## config.mk

```make
export PLATFORM = sky130hd
export DESIGN_NAME = tt10
export DESIGN_NICKNAME = d
export VERILOG_FILES = /design/src/rtl/tt10_pkg.sv /design/src/rtl/tt10_xor_shift.sv /design/src/rtl/tt10.sv
export SDC_FILE = /design/constraint.sdc
export NUM_CORES = 1
export LEC_CHECK = 0
export CORE_MARGIN = 2
export CORE_UTILIZATION = 32
export CTS_CLUSTER_SIZE = 24
export DETAILED_ROUTE_END_ITERATION = 7
export GPL_TIMING_DRIVEN = 0
export PLACE_DENSITY = 0.74
export SYNTH_ARGS = -nofsm -noshare
export SYNTH_HDL_FRONTEND = slang
export SYNTH_SLANG_ARGS = --single-unit
```

## constraint.sdc

```tcl
create_clock -name clk -period 0.9 [get_ports clk]
set_clock_uncertainty 0.05 [all_clocks]
set_input_delay 0.225 -clock clk [delete_from_list [all_inputs] [get_ports clk]]
set_output_delay 0.225 -clock clk [all_outputs]
set_load 0.05 [all_outputs]
```

## src/rtl/tt10_pkg.sv

```systemverilog
// Shared definitions for the tt10 two-stage XOR/shift pipeline.
// Holds the default data width and the matching data-word type.
package tt10_pkg;

   localparam int unsigned TT10_WIDTH = 8;

   typedef logic [TT10_WIDTH-1:0] word_t;

endpackage

```

## src/rtl/tt10_xor_shift.sv

```systemverilog
// Combinational kernel: XOR the operands, then shift left by one when
// the MSB of operand a is set. The MSB of b or of the XOR never decides.
module tt10_xor_shift
   import tt10_pkg::*;
#(
   parameter int unsigned WIDTH = TT10_WIDTH
) (
   input  logic [WIDTH-1:0] a,
   input  logic [WIDTH-1:0] b,
   output logic [WIDTH-1:0] c
);

   logic [WIDTH-1:0] x;

   always_comb begin
      x = a ^ b;
      c = x;
      // The shifted-out MSB of x is dropped; the result never widens.
      if (a[WIDTH-1]) begin
         c = {x[WIDTH-2:0], 1'b0};
      end
   end

endmodule

```

## src/rtl/tt10.sv

```systemverilog
// Top level: operand register stage, kernel instance, result register stage.
// A synchronous reset clears both stages so no in-flight result survives it.
module tt10
   import tt10_pkg::*;
#(
   parameter int unsigned WIDTH = TT10_WIDTH
) (
   input  logic             clk,
   input  logic             rst,
   input  logic [WIDTH-1:0] ui_in,
   input  logic [WIDTH-1:0] uio_in,
   output logic [WIDTH-1:0] uo_out
);

   logic [WIDTH-1:0] a_q;
   logic [WIDTH-1:0] a_d;
   logic [WIDTH-1:0] b_q;
   logic [WIDTH-1:0] b_d;
   logic [WIDTH-1:0] c_q;
   logic [WIDTH-1:0] c_d;
   logic [WIDTH-1:0] kernel_c;

   tt10_xor_shift #(
      .WIDTH (WIDTH)
   ) u_xor_shift (
      .a (a_q),
      .b (b_q),
      .c (kernel_c)
   );

   always_comb begin
      a_d = ui_in;
      b_d = uio_in;
      c_d = kernel_c;
   end

   // Reset wins over capture, so zeroed operands also give a zero result.
   always_ff @(posedge clk) begin
      if (rst) begin
         a_q <= '0;
         b_q <= '0;
         c_q <= '0;
      end else begin
         a_q <= a_d;
         b_q <= b_d;
         c_q <= c_d;
      end
   end

   assign uo_out = c_q;

endmodule

```

After elaboration in Yosys (flattened, before gate mapping)

Cells that the tools add are included.
W data, S select, Z words.

Register bits after elaboration: 24
Input bits: 18
Output and inout port bits: 8
Word-level logic and storage cells: 7

Muxes and demuxes: 1
Bitwise logic cells: 1
Reduce and logical (&&, ||, !) cells: 1

Operators with widths:

| operator         | count |
|---|---|
| $mux W8          | 1 |
| $xor A8 B8 Y8    | 1 |
| $reduce_or A2 Y1 | 1 |

Logic depth before layout (Yosys ltp)

Word-level depth: 2
Gate-level depth with buffers: 3
Mapped depth without buffers: 2

Cells and area by module

From an unflattened synthesis, not the netlist that was laid out.

Cell total of the unflattened synthesis: 67
Area, all modules: 840.8 um^2

Modules (own cells, without submodules):

| module         | times used | cells an instance | area each (um^2) | seq. area each (um^2) |
|---|---|---|---|---|
| tt10           | 1          | 50                | 693.2            | 480.5 |
| tt10_xor_shift | 1          | 17                | 147.6            | 0.0 |

Worst setup path before layout

Ideal clock, no wire load.

Path type: reg-to-reg
Start point: register a_q[7]
End point: register c_q[1] (netlist: uo_out[1])
Setup time: 75 ps
Data arrival time: 790 ps
Data required time: 775 ps
Setup slack: -15 ps
Stages on the path, launching flop included: 4
Path buffers: 1
Clock period less this slack: 915 ps
Cell sequence: dfxtp_1 or2_1 buf_6 o22ai_1

Word-level cells in the longest chain between the ends: 1

Ends and longest elaborated chain:

| item                   | line                 | source |
|---|---|---|
| from (decl)            | tt10.sv:15           | `logic [WIDTH-1:0] a_q;` |
| from (signal assigned) | tt10.sv:40           | `a_q <= '0;` |
| from (signal assigned) | tt10.sv:44           | `a_q <= a_d;` |
| $mux W8                | tt10_xor_shift.sv:19 | `if (a[WIDTH-1]) begin` |
| to (signal assigned)   | tt10.sv:42           | `c_q <= '0;` |
| to (signal assigned)   | tt10.sv:46           | `c_q <= c_d;` |
| to (decl)              | tt10.sv:19           | `logic [WIDTH-1:0] c_q;` |

No other way between the ends.
A chain may end at the register's enable or synchronous reset.

Worst setup path in the final report

Start point: register c_q[2] (netlist: uo_out[2])
End point: output uo_out[2]

RTL lines:

| item      | line       | source |
|---|---|---|
| to (decl) | tt10.sv:12 | `output logic [WIDTH-1:0] uo_out` |

No word-level cell between the ends.

==> flow_summary.toml <==
[cts]
cts.sinks = 24
clk_latency_ns = 0.31
numCtsBuffers = 3
ctsHoldBuffers = 0
path_clk_slew_ns = 0.12
htreeDepth = 1
ctsRootBufferMaster = "clkbuf_4"
clk_path_buf_depth = 2
cts_tree = "yes"

[sta]
finalHoldViolCount = 0
rsz0062_at_grt = "yes"
drv_slew = 0
fmax_mhz = 925.0
slew_headroom_pct = 81.11
finalCritPeriodShare_pct = 120.1
setup_slack_ns = -0.1811
tightest_slew_ns = 0.2814
final-setup-viol-count = 8
period_needed_ns = 1.081

[yosys]
syn_area_um2 = 732.0
synth_seq_area_share_pct = 65.64
yosys.cell_types.count = 11
synth_area_leaders = "dfxtp_1 66%, xnor2_1 8.4%, nor2b_1 7.7%"
ys_ff_latch = 24
syn_inst = 60
syn_nets = 78
yosys.area.top_type = "dfxtp_1"
avgSynthCellArea_um2 = 12.20
yosys_warnings = 0
synth_top_area_share_pct = 65.64

[die]
die_area_um2 = 2686
die_w_um = 51.83
start_util_pct = 33.41
row_count = 17
die_y_um = 51.83
core-area_um2 = 2191
io-pin-count = 26

[route]
via_per_inst = 4.265
drc = 0
avgRoutedWirePerCell_um = 10.88
via_count = 499
wl_um = 1273
first_pass_iters = 4
drt_iter0_markers = 4
ant_nets = 0

[cells_and_area]
final_cells = 117
antenna_cells = 0
fill_cells = 196
layout.nets = 108
seq_area_um2 = 491.7
multiInputGateArea_um2 = 287.8
area_delta_synth_final_pct = 55.90
drive_above_1_share_pct = 35.96

[power_and_ir_drop]
leakage_uw = 0.0004577
ir_worst_vdd_v = 0.0007663
p_per_area_nw_per_um2 = 1853

[global_routing]
grt_overflow = 0
grt_max_degree = 14
antenna_found_initial = 0
grt_first_pass_wirelength_um = 1856
grt_util_all_layers_pct = 9.891
grt_pass1_vias = 454

[worst_setup_path]
path_class = "reg -> out"
critPathSlowestCell = "dfxtp_2"
arrival_ns = 0.81
max_stage_delay_ns = 0.36
cp_max_fo = 1
worst-path-buf-inv = 1
cp_data_required_time_ns = 0.62
cp_cell_sequence = "buf_8"
endpoint_kind = "primary output"
cp_top_family = "flip-flops"
start_kind = "register"

[placement]
gp_congestion = 0.6365
place_hpwl_um = 875
dp.cells = 113
io_buffers = 25
dp_slack_ns = -0.5772

[status]
violations = "setup timing"
status = "finished, violations left"

[hold_path]
hp-class = "in -> reg"

[job]
cap_violations = 0
logic make-up (layout without fill, tap and decap cells):
group	Yosys count	count (layout)	share of synthesized area [%]
AND/OR/NAND/NOR	20	20	17.61
buffers and inverters	2	31	2.221
XOR/XNOR	7	7	8.376
flip-flops	24	24	65.64
AO/OA/AOI/OAI	7	7	6.155
synthesized netlist by cell type (all sizes together):
cell type / count
or2: 1
o22ai: 6
nand2b: 1
and2b: 7
xnor2: 7
buf: 2
nor2: 2
dfxtp: 24
a211oi: 1
nor2b: 9
per-layer routing:
layer	wire length, µm	up-vias	GRT usage [%]
met2	603	22	16.03
met1	552	220	11.33
li1	-	252	-
met5	0	-	0
met4	43	0	6.579
met3	74	5	2.586
cell usage in the layout, fill, tap and decap left out, types with 2 or more instances in the layout:
cell / Yosys / final
clkbuf_4: 0 / 3
xnor2_1: 7 / 4
clkdlybuf4s50_1: 0 / 16
o22ai_2: 0 / 4
o22ai_1: 6 / 2
nor2b_1: 9 / 9
xnor2_2: 0 / 3
dfxtp_2: 0 / 9
and2b_1: 7 / 7
nor2_1: 2 / 2
buf_8: 0 / 5
buf_6: 1 / 3
dfxtp_1: 24 / 15
power by group:
group / internal, µW / switching [µW]
Sequential: 1140 / 36.3
Clock: 247 / 298
Combinational: 211 / 186
Total: 1590 / 520
sequential cells by signal (all words and copies together) (netlist names):
name,flops
uo_out,8
a_q,8
b_q,8
cell type report:
cell class | instances | area share [%]
Timing Repair Buffer | 26 | 25.00
Multi-Input combinational cell | 34 | 25.22
Sequential cell | 24 | 43.09
Buffer | 1 | 0.4386
Clock buffer | 4 | 3.180
Tap cell | 28 | 3.070
path summary, 6_finish.rpt:
path	depth (start not counted)	start	slack, ns	to
setup / recovery	1	uo_out[2]	-0.18	uo_out[2]
hold / removal	2	ui_in[0]	0.40	a_q[0]
setup reg to reg	2	a_q[7]	0	uo_out[5]
hold reg to reg	2	b_q[7]	0.43	uo_out[7]
metrics by stage:
stage	hold slack, ns	util, %	power [µW]	area, µm²	setup TNS [ns]
CTS	0.4052	49.86	2082	1092	-1.394
global placement	0.4149	46.43	1517	1017	-14.34
global route	0.3977	52.08	2204	1141	-1.761
detailed placement	0.4250	46.43	1525	1017	-14.45
finish	0.4004	52.08	2114	1141	-1.389
floorplan	0.3002	-	1376	732.0	0
repair_timing:
action,4_1_cts,5_1_grt
buffers inserted,1,0
gates resized for setup,72,8
setup endpoints to repair,26,12
pin swaps,0,6
No activity file was read; power rests on OpenSTA's default activity.
